<file path="src/rtl/ex_mem_stage.sv">
// Execute stage and EX/MEM pipeline register: operand forwarding, single-cycle ALU,
// iterative shift-add multiplier that stalls the front end, and registered MEM-stage outputs.
module ex_mem_stage #(
  parameter int MUL_STEP_BITS = 1
) (
  input  logic        clk_i,
  input  logic        rst_i,
  input  logic [1:0]  ALUOp_i,
  input  logic        ALUSrc_i,
  input  logic        RegWrite_i,
  input  logic        MemWrite_i,
  input  logic        MemRead_i,
  input  logic        Mem2Reg_i,
  input  logic [31:0] RSdata_i,
  input  logic [31:0] RTdata_i,
  input  logic [31:0] imm_i,
  input  logic [9:0]  funct_i,
  input  logic [4:0]  RDaddr_i,
  input  logic [1:0]  fwdA_i,
  input  logic [1:0]  fwdB_i,
  input  logic [31:0] exmem_fwd_i,
  input  logic [31:0] memwb_fwd_i,
  output logic        stall_o,
  output logic [31:0] ALUres_o,
  output logic [31:0] wdata_o,
  output logic [4:0]  RDaddr_o,
  output logic        RegWrite_o,
  output logic        MemWrite_o,
  output logic        MemRead_o,
  output logic        Mem2Reg_o
);

  localparam int         N        = 32 / MUL_STEP_BITS;
  localparam logic [4:0] CNT_LAST = 5'(N - 1);

  localparam logic [9:0] F_ADD = 10'b0000000_000;
  localparam logic [9:0] F_SUB = 10'b0100000_000;
  localparam logic [9:0] F_AND = 10'b0000000_111;
  localparam logic [9:0] F_OR  = 10'b0000000_110;
  localparam logic [9:0] F_MUL = 10'b0000001_000;

  typedef enum logic [1:0] {
    S_IDLE = 2'd0,
    S_BUSY = 2'd1,
    S_DONE = 2'd2
  } mul_state_t;

  mul_state_t  state_q, state_d;
  logic [4:0]  cnt_q, cnt_d;
  logic [31:0] mcand_q, mcand_d;
  logic [31:0] mplier_q, mplier_d;
  logic [31:0] prod_q, prod_d;

  logic [31:0] alures_q, alures_d;
  logic [31:0] wdata_q, wdata_d;
  logic [4:0]  rdaddr_q, rdaddr_d;
  logic        regwrite_q, regwrite_d;
  logic        memwrite_q, memwrite_d;
  logic        memread_q, memread_d;
  logic        mem2reg_q, mem2reg_d;

  logic [31:0] op_a;
  logic [31:0] fwd_b;
  logic [31:0] op_b;
  logic [31:0] alu_res;
  logic [31:0] step_sum;
  logic        is_mul;
  logic        stall;

  // Encoding 11 deliberately falls back to the ID_EX value.
  always_comb begin
    case (fwdA_i)
      2'b10:   op_a = exmem_fwd_i;
      2'b01:   op_a = memwb_fwd_i;
      default: op_a = RSdata_i;
    endcase
    case (fwdB_i)
      2'b10:   fwd_b = exmem_fwd_i;
      2'b01:   fwd_b = memwb_fwd_i;
      default: fwd_b = RTdata_i;
    endcase
    op_b = ALUSrc_i ? imm_i : fwd_b;
  end

  assign is_mul = (ALUOp_i == 2'b10) && (funct_i == F_MUL);

  always_comb begin
    alu_res = '0;
    case (ALUOp_i)
      2'b00: alu_res = op_a + op_b;
      2'b01: alu_res = op_a - op_b;
      2'b10: begin
        case (funct_i)
          F_ADD:   alu_res = op_a + op_b;
          F_SUB:   alu_res = op_a - op_b;
          F_AND:   alu_res = op_a & op_b;
          F_OR:    alu_res = op_a | op_b;
          default: alu_res = '0;
        endcase
      end
      default: begin
        case (funct_i[2:0])
          3'b000:  alu_res = op_a + op_b;
          3'b101:  alu_res = $signed(op_a) >>> imm_i[4:0];
          default: alu_res = '0;
        endcase
      end
    endcase
  end

  // One partial product per multiplier bit retired this cycle.
  logic [31:0] partial [MUL_STEP_BITS];
  generate
    for (genvar gi = 0; gi < MUL_STEP_BITS; gi++) begin : g_partial
      assign partial[gi] = mplier_q[gi] ? (mcand_q << gi) : 32'd0;
    end
  endgenerate

  always_comb begin
    step_sum = '0;
    for (int i = 0; i < MUL_STEP_BITS; i++) begin
      step_sum = step_sum + partial[i];
    end
  end

  always_comb begin
    state_d  = state_q;
    cnt_d    = cnt_q;
    mcand_d  = mcand_q;
    mplier_d = mplier_q;
    prod_d   = prod_q;
    case (state_q)
      S_IDLE: begin
        if (is_mul) begin
          mcand_d  = op_a;
          mplier_d = op_b;
          prod_d   = '0;
          cnt_d    = '0;
          state_d  = S_BUSY;
        end
      end
      S_BUSY: begin
        prod_d   = prod_q + step_sum;
        mcand_d  = mcand_q << MUL_STEP_BITS;
        mplier_d = mplier_q >> MUL_STEP_BITS;
        cnt_d    = cnt_q + 5'd1;
        if (cnt_q == CNT_LAST) begin
          state_d = S_DONE;
        end
      end
      default: state_d = S_IDLE;
    endcase
  end

  // Gating with rst_i lets the stall drop the moment reset is asserted.
  assign stall   = rst_i && (((state_q == S_IDLE) && is_mul) || (state_q == S_BUSY));
  assign stall_o = stall;

  always_comb begin
    alures_d   = '0;
    wdata_d    = '0;
    rdaddr_d   = '0;
    regwrite_d = 1'b0;
    memwrite_d = 1'b0;
    memread_d  = 1'b0;
    mem2reg_d  = 1'b0;
    if (!stall) begin
      alures_d   = (state_q == S_DONE) ? prod_q : alu_res;
      wdata_d    = fwd_b;
      rdaddr_d   = RDaddr_i;
      regwrite_d = RegWrite_i;
      memwrite_d = MemWrite_i;
      memread_d  = MemRead_i;
      mem2reg_d  = Mem2Reg_i;
    end
  end

  always_ff @(posedge clk_i or negedge rst_i) begin
    if (!rst_i) begin
      state_q    <= S_IDLE;
      cnt_q      <= '0;
      mcand_q    <= '0;
      mplier_q   <= '0;
      prod_q     <= '0;
      alures_q   <= '0;
      wdata_q    <= '0;
      rdaddr_q   <= '0;
      regwrite_q <= 1'b0;
      memwrite_q <= 1'b0;
      memread_q  <= 1'b0;
      mem2reg_q  <= 1'b0;
    end else begin
      state_q    <= state_d;
      cnt_q      <= cnt_d;
      mcand_q    <= mcand_d;
      mplier_q   <= mplier_d;
      prod_q     <= prod_d;
      alures_q   <= alures_d;
      wdata_q    <= wdata_d;
      rdaddr_q   <= rdaddr_d;
      regwrite_q <= regwrite_d;
      memwrite_q <= memwrite_d;
      memread_q  <= memread_d;
      mem2reg_q  <= mem2reg_d;
    end
  end

  assign ALUres_o   = alures_q;
  assign wdata_o    = wdata_q;
  assign RDaddr_o   = rdaddr_q;
  assign RegWrite_o = regwrite_q;
  assign MemWrite_o = memwrite_q;
  assign MemRead_o  = memread_q;
  assign Mem2Reg_o  = mem2reg_q;

endmodule

</file>
<file path="config.mk">
export PLATFORM = sky130hd
export DESIGN_NAME = ex_mem_stage
export DESIGN_NICKNAME = d
export VERILOG_FILES = /design/src/rtl/ex_mem_stage.sv
export SDC_FILE = /design/constraint.sdc
export NUM_CORES = 1
export LEC_CHECK = 0
export CORE_MARGIN = 3
export CORE_UTILIZATION = 60
export DETAILED_ROUTE_END_ITERATION = 6
export GPL_TIMING_DRIVEN = 1
export HOLD_SLACK_MARGIN = 0.02
export PLACE_DENSITY = 0.88
export SYNTH_ARGS = -nofsm -noshare
export SYNTH_HDL_FRONTEND = slang
export SYNTH_SLANG_ARGS = --single-unit
</file>
<file path="constraint.sdc">
create_clock -name clk_i -period 8.2 [get_ports clk_i]
set_input_delay 1.23 -clock clk_i [delete_from_list [all_inputs] [get_ports clk_i]]
set_output_delay 1.23 -clock clk_i [all_outputs]
set_load 0.1 [all_outputs]
</file>
==> Yosys cells after proc, flatten, opt, wreduce, memory -nomap -nowiden <==
Cells that the tools add are included.
{ "op_classes": {"addsub": 4, "n_eq_ne": 16, "n_shift": 1, "muxes": 26, "bitwise_logic": 2, "n_reduce_logical": 11} }
{ "op_table": {"columns": ["operator", "count"], "rows": [
  ["$pmux 32 s2", 6],
  ["$mux 32", 8],
  ["$pmux 32 s4", 1],
  ["$pmux 32 s3", 1],
  ["$add 32x32->32", 2],
  ["$and 32x32->32", 1],
  ["$or 32x32->32", 1],
  ["$sshr 32x5->32", 1],
  ["$sub 32x32->32", 1],
  ["$eq 10x3->1 const B", 2],
  ["$eq 10x4->1 const B", 1],
  ["$eq 10x9->1 const B", 1],
  ["$logic_not 10->1", 1],
  ["$mux 5", 2],
  ["$pmux 5 s2", 1],
  ["$eq 2x1->1 const B", 4],
  ["$eq 2x2->1 const B", 4],
  ["$add 5x1->5 const B", 1],
  ["$eq 5x5->1 const B", 1],
  ["$logic_not 2->1", 2],
  ["$mux 1", 4],
  ["$mux 2", 2],
  ["$ne 2x2->1 const B", 2],
  ["$pmux 2 s2", 1],
  ["6 further kinds", 9]
]} }
{ "word_totals": {"reg_bits": 176, "output_inout_bits": 74, "word_cells": 72} }

==> Logic depth before layout (Yosys ltp) <==
{ "depth": {"depth_word": 8, "ltp_mapped": 22, "depth_no_buf": 21} }

==> Worst setup path before layout <==
No wires, ideal clock.
{ "synth_path": {"kind": "input -> register", "start": "in imm_i[0]", "end": "reg alures_q[28], in the netlist ALUres_o[28]", "arrival_time_ns": 5.650, "required_ns": 8.078, "setup_slack_ns": 2.429, "path_stages": 19, "n_path_buf": 4, "path_cell_list": "buf_2 buf_2 buf_1 buf_1 a21oi_1 inv_1 ha_1 inv_1 fa_1 nand2b_2 a211oi_2 o211a_1 a221o_1 a311oi_4 or4_1 a31oi_1 o211ai_1 a221o_1 a32o_1"} }
{ "synth_between": {"elab_chain_len": 6, "word_cells_on_any_way": 9, "cone_classes": "add/sub: 2; shift: 1; mux: 6"} }
{ "synth_lines": {"columns": ["element", "line", "text"], "rows": [
  ["start, declared", "16", "input logic [31:0] imm_i,"],
  ["$mux 32", "82", "op_b = ALUSrc_i ? imm_i : fwd_b;"],
  ["$sub 32x32->32 or $add 32x32->32 (tied branches)", null, null],
  ["$pmux 32 s4 or $pmux 32 s2 (tied branches)", "93, 102", null],
  ["$pmux 32 s3 (*)", "89", "case (ALUOp_i)"],
  ["$mux 32 (*)", "168", "alures_d = (state_q == S_DONE) ? prod_q : alu_res;"],
  ["$mux 32 (*)", "167", "if (!stall) begin"],
  ["net alures_d[28]", "54", "logic [31:0] alures_q, alures_d;"],
  ["end signal, assigned", "198", "alures_q <= alures_d;"],
  ["end, declared", "54", null]
]} }
Mark *: on every way through the listed nets, which the timed path passes. The rest lies on a longest branch.
A chain may end at the register's enable or synchronous reset.

==> Final worst setup path <==
{ "layout_path": {"start": "in fwdB_i[0]", "end": "reg alures_q[28], in the netlist ALUres_o[28]"} }
{ "layout_between": {"elab_chain_len": 8, "word_cells_on_any_way": 13, "cone_classes": "add/sub: 2; eq/ne: 2; mux: 7; bitwise: 2"} }
{ "layout_lines": {"columns": ["element", "line", "text"], "rows": [
  ["start, declared", "20", "input logic [1:0] fwdB_i,"],
  ["$eq 2x1->1 or $eq 2x2->1 (tied branches)", "77", "case (fwdB_i)"],
  ["$pmux 32 s2 (*)", "77", null],
  ["$mux 32 (*)", "82", null],
  ["$sub 32x32->32 (tied with other cells)", "91, 95", null],
  ["$pmux 32 s4 or $pmux 32 s2 (tied branches)", "93, 102", null],
  ["$pmux 32 s3 (*)", "89", null],
  ["$mux 32 (*)", "168", null],
  ["$mux 32 (*)", "167", null],
  ["net alures_d[28]", "54", null]
]} }
Marks and branches as above.

==> flow_summary.json <==
{
  "cp_num_buf_inv": 4,
  "synth-seq-cells": 176,
  "clock-root-buffer": "clkbuf_16",
  "setup_tns_ns": 0,
  "ys_top_cells_by_area": "dfrtp_1, ha_1, a21oi_1",
  "synth_largest_area_cell": "dfrtp_1",
  "critPathKind": "primary input to flop",
  "drt-initial-drc-count": 3053,
  "slowest_delay_ns": 1.04,
  "io_pins": 262,
  "overflow": 0,
  "grt_pass1_vias": 18600,
  "ys_warn_count": 0,
  "wire_per_inst_um": 25.7,
  "async_reset_ff_share_pct": 100,
  "rsz0062_at_grt": "false",
  "track_usage_pct": 45.0,
  "whs_path_depth": 1,
  "tightest_slew_ns": 1.23,
  "setup_viol": 0,
  "post-route-period-util_pct": 80.0,
  "portBuffers": 261,
  "n_antenna_cell": 0,
  "yosys.area.top_type_share_pct": 25.9,
  "reg2reg_slack_ns": 3.01,
  "dieWidth_um": 174,
  "avgViaCountPerCell": 7.10,
  "ys_seq_area_share_pct": 25.9,
  "cp-start-kind": "primary input",
  "core_area_um2": 27400,
  "synthCells": 2209,
  "finalHoldViolations": 0,
  "synth_simple_gate_area_share_pct": 17.1,
  "cts_tree": "done",
  "hpwlAfterDp_um": 52700,
  "vias": 19500,
  "maxSlewHeadroom_pct": 17.2,
  "crit_arrival_ns": 6.92,
  "grt_max_degree": 78,
  "cp_top_family": "compound AO/OA/AOI/OAI gates",
  "antenna_found_initial": 0,
  "fin_hold_ws_ns": 0.486,
  "row_count": 60,
  "post_cts.resized_instances": 0,
  "final_nets": 2684,
  "ys.flop_type": "dfrtp_1",
  "status": "complete, but fails checks",
  "hp-class": "flop to flop",
  "required_ns": 8.56,
  "synth_nets": 2532,
  "peakVddDrop_v": 0.000175,
  "synth_area_um2": 17000,
  "critPathSlowestCell": "ha_2",
  "cp.depth": 20,
  "start_util_pct": 62.0,
  "cp_common_cell": "inv_1",
  "routed_wl_um": 70500,
  "synthMuxAreaShare_pct": 5.09,
  "syn_to_final_growth_pct": 19.3,
  "crit_path_end_kind": "flop",
  "yosys.area_share.adder_pct": 10.1,
  "cts_max_path_buffers": 2,
  "die_h_um": 174,
  "gp_congestion": 1.08,
  "synth_xor_area_share_pct": 3.61,
  "cts_hold_buf": 0,
  "power_density_nw_per_um2": 205,
  "synth-edff-count": 0,
  "timing.final.crit_period_ns": 6.56,
  "cts.clk_slew.worst_paths_ns": 0.09,
  "rr_worst_depth": 13,
  "detail-route-antenna-nets": 0,
  "postCtsSetupRepairBufs": 0,
  "fin_skew_ns": 0.0202,
  "violations": "design-rule violations",
  "drc": 1,
  "grt_pass1_wl_um": 107000,
  "critPathMaxFanout": 64,
  "slew_violations": 0,
  "power_leakage_nw": 8.77,
  "synth_top_family_by_area": "compound AO/OA/AOI/OAI gates",
  "htreeDepth": 4,
  "die_area_um2": 30400,
  "fin_util_pct": 73.9,
  "fmax_mhz": 152,
  "numCtsBuffers": 17,
  "clock-sinks": 176,
  "crit_chain": "clkdlybuf4s50_1 -> inv_1 -> ha_2 -> a21oi_1 -> nor2_1 -> a21oi_1 -> inv_1 -> ha_1 -> inv_1 -> fa_1 -> nand2b_2 -> a211oi_2 -> o211a_1 -> a221o_1 -> a311oi_4 -> or4_1 -> a31oi_1 -> o211ai_1 -> a221o_1 -> a32o_1",
  "synth_area_per_cell_um2": 7.69,
  "cap_violations": 0,
  "drive_above_1_share_pct": 5.43,
  "drt-pass1-iter-count": 7,
  "clk_latency_ns": 0.47,
  "synth_compound_area_share_pct": 31.9,
  "yosysUniqueCellTypes": 77
}
## power breakdown
part / switching (mW) / leakage, nW / internal, mW
combinational: 1.48 / 6.35 / 0.688
sequential: 0.111 / 2.13 / 1.00
clock: 0.453 / 0.286 / 0.412
## worst reg2reg max path, delay by kind of cell, from the launching register on
kind,cells,cell delay [ns]
and+or+nand+nor,2,0.52
adders and majority gates,2,0.70
DFF,1,0.75
xor gates and xnor gates,1,0.21
AOI/OAI and AO/OA,8,2.88
## worst paths after layout
path / from / end
worst max-delay path: fwdB_i[0] / ALUres_o[28]$_DFF_PN0_
worst min-delay path: prod_q[31]$_DFFE_PN0P_ / prod_q[31]$_DFFE_PN0P_
worst max register to register: mplier_q[0]$_DFFE_PN0P_ / prod_q[30]$_DFFE_PN0P_
worst min register to register: prod_q[31]$_DFFE_PN0P_ / prod_q[31]$_DFFE_PN0P_
max in group asynchronous: rst_i / mcand_q[27]$_DFFE_PN0P_
min in group asynchronous: rst_i / RDaddr_o[1]$_DFF_PN0_
## kinds of logic after synthesis
logic type / Yosys count
buf+inv: 274
mux: 60
simple gates: 656
flops: 176
xor+xnor: 70
compound gates: 838
fa+ha+maj: 135
## synth_stat cells, types with 18 or more instances
cell and number:
a211oi_1 23, a21o_1 21, a21oi_1 217, a221o_1 23, a221oi_1 23, a22oi_1 95
and2_1 48, buf_1 25, clkbuf_1 119, dfrtp_1 176, ha_1 132, inv_1 107
mux2i_1 30, mux4_2 20, nand2_1 232, nand3_1 36, nor2_1 230, nor3_1 25
o211ai_1 52, o21ai_0 197, o21ai_1 23, o21bai_1 22, xnor2_1 52, xor2_1 18
## sequential cells by signal, summed over array words and instances (netlist names)
name        flops
ALUres_o       32
wdata_o        32
MemRead_o       1
RDaddr_o        5
MemWrite_o      1
mplier_q       32
RegWrite_o      1
mcand_q        32
state_q         2
prod_q         32
cnt_q           5
Mem2Reg_o       1
## placed cells by master (no fill, tap or decap), drive strengths merged, types with 9 or more instances in the layout
cell type,n
a211o,9
a211oi,24
a21o,21
a21oi,219
a221o,23
a221oi,23
a22oi,95
a31oi,13
a32o,10
and2,49
buf,44
clkbuf,18
clkdlybuf4s50,253
dfrtp,176
ha,132
inv,116
mux2,10
mux2i,30
mux4,20
nand2,232
nand2b,17
nand3,36
nor2,230
nor2b,16
nor3,25
nor4,11
o211ai,52
o21ai,220
o21bai,22
o221ai,9
o22ai,15
o31ai,17
xnor2,52
xor2,18
## cell type report
class	count	area (µm²)
Sequential cell	176	4400
Timing Repair Buffer	297	2850
Multi-Input combinational cell	1759	11500
Clock buffer	18	429
Clock inverter	14	159
Fill cell	2054	7150
Tap cell	372	465
Inverter	110	413
## metal layers
layer	part of all wire, %	global-route usage, %	vias to the layer above
met2	43	68.4	1683
met5	0	0	-
met4	6.3	23.6	0
met1	38	58.7	9144
met3	13	12.4	340
li1	-	-	8323
## stage by stage
stage	setup WS, ns	instances	area (µm²)	power (mW)
floorplan	2.43	2209	17000	2.53
global placement	1.41	2714	19700	3.14
detailed placement	1.26	2714	19700	3.19
CTS	1.74	2746	20300	4.05
global route	1.25	2746	20300	4.28
finish	1.64	2746	20300	4.15
Power figures use the tool's default switching activity.
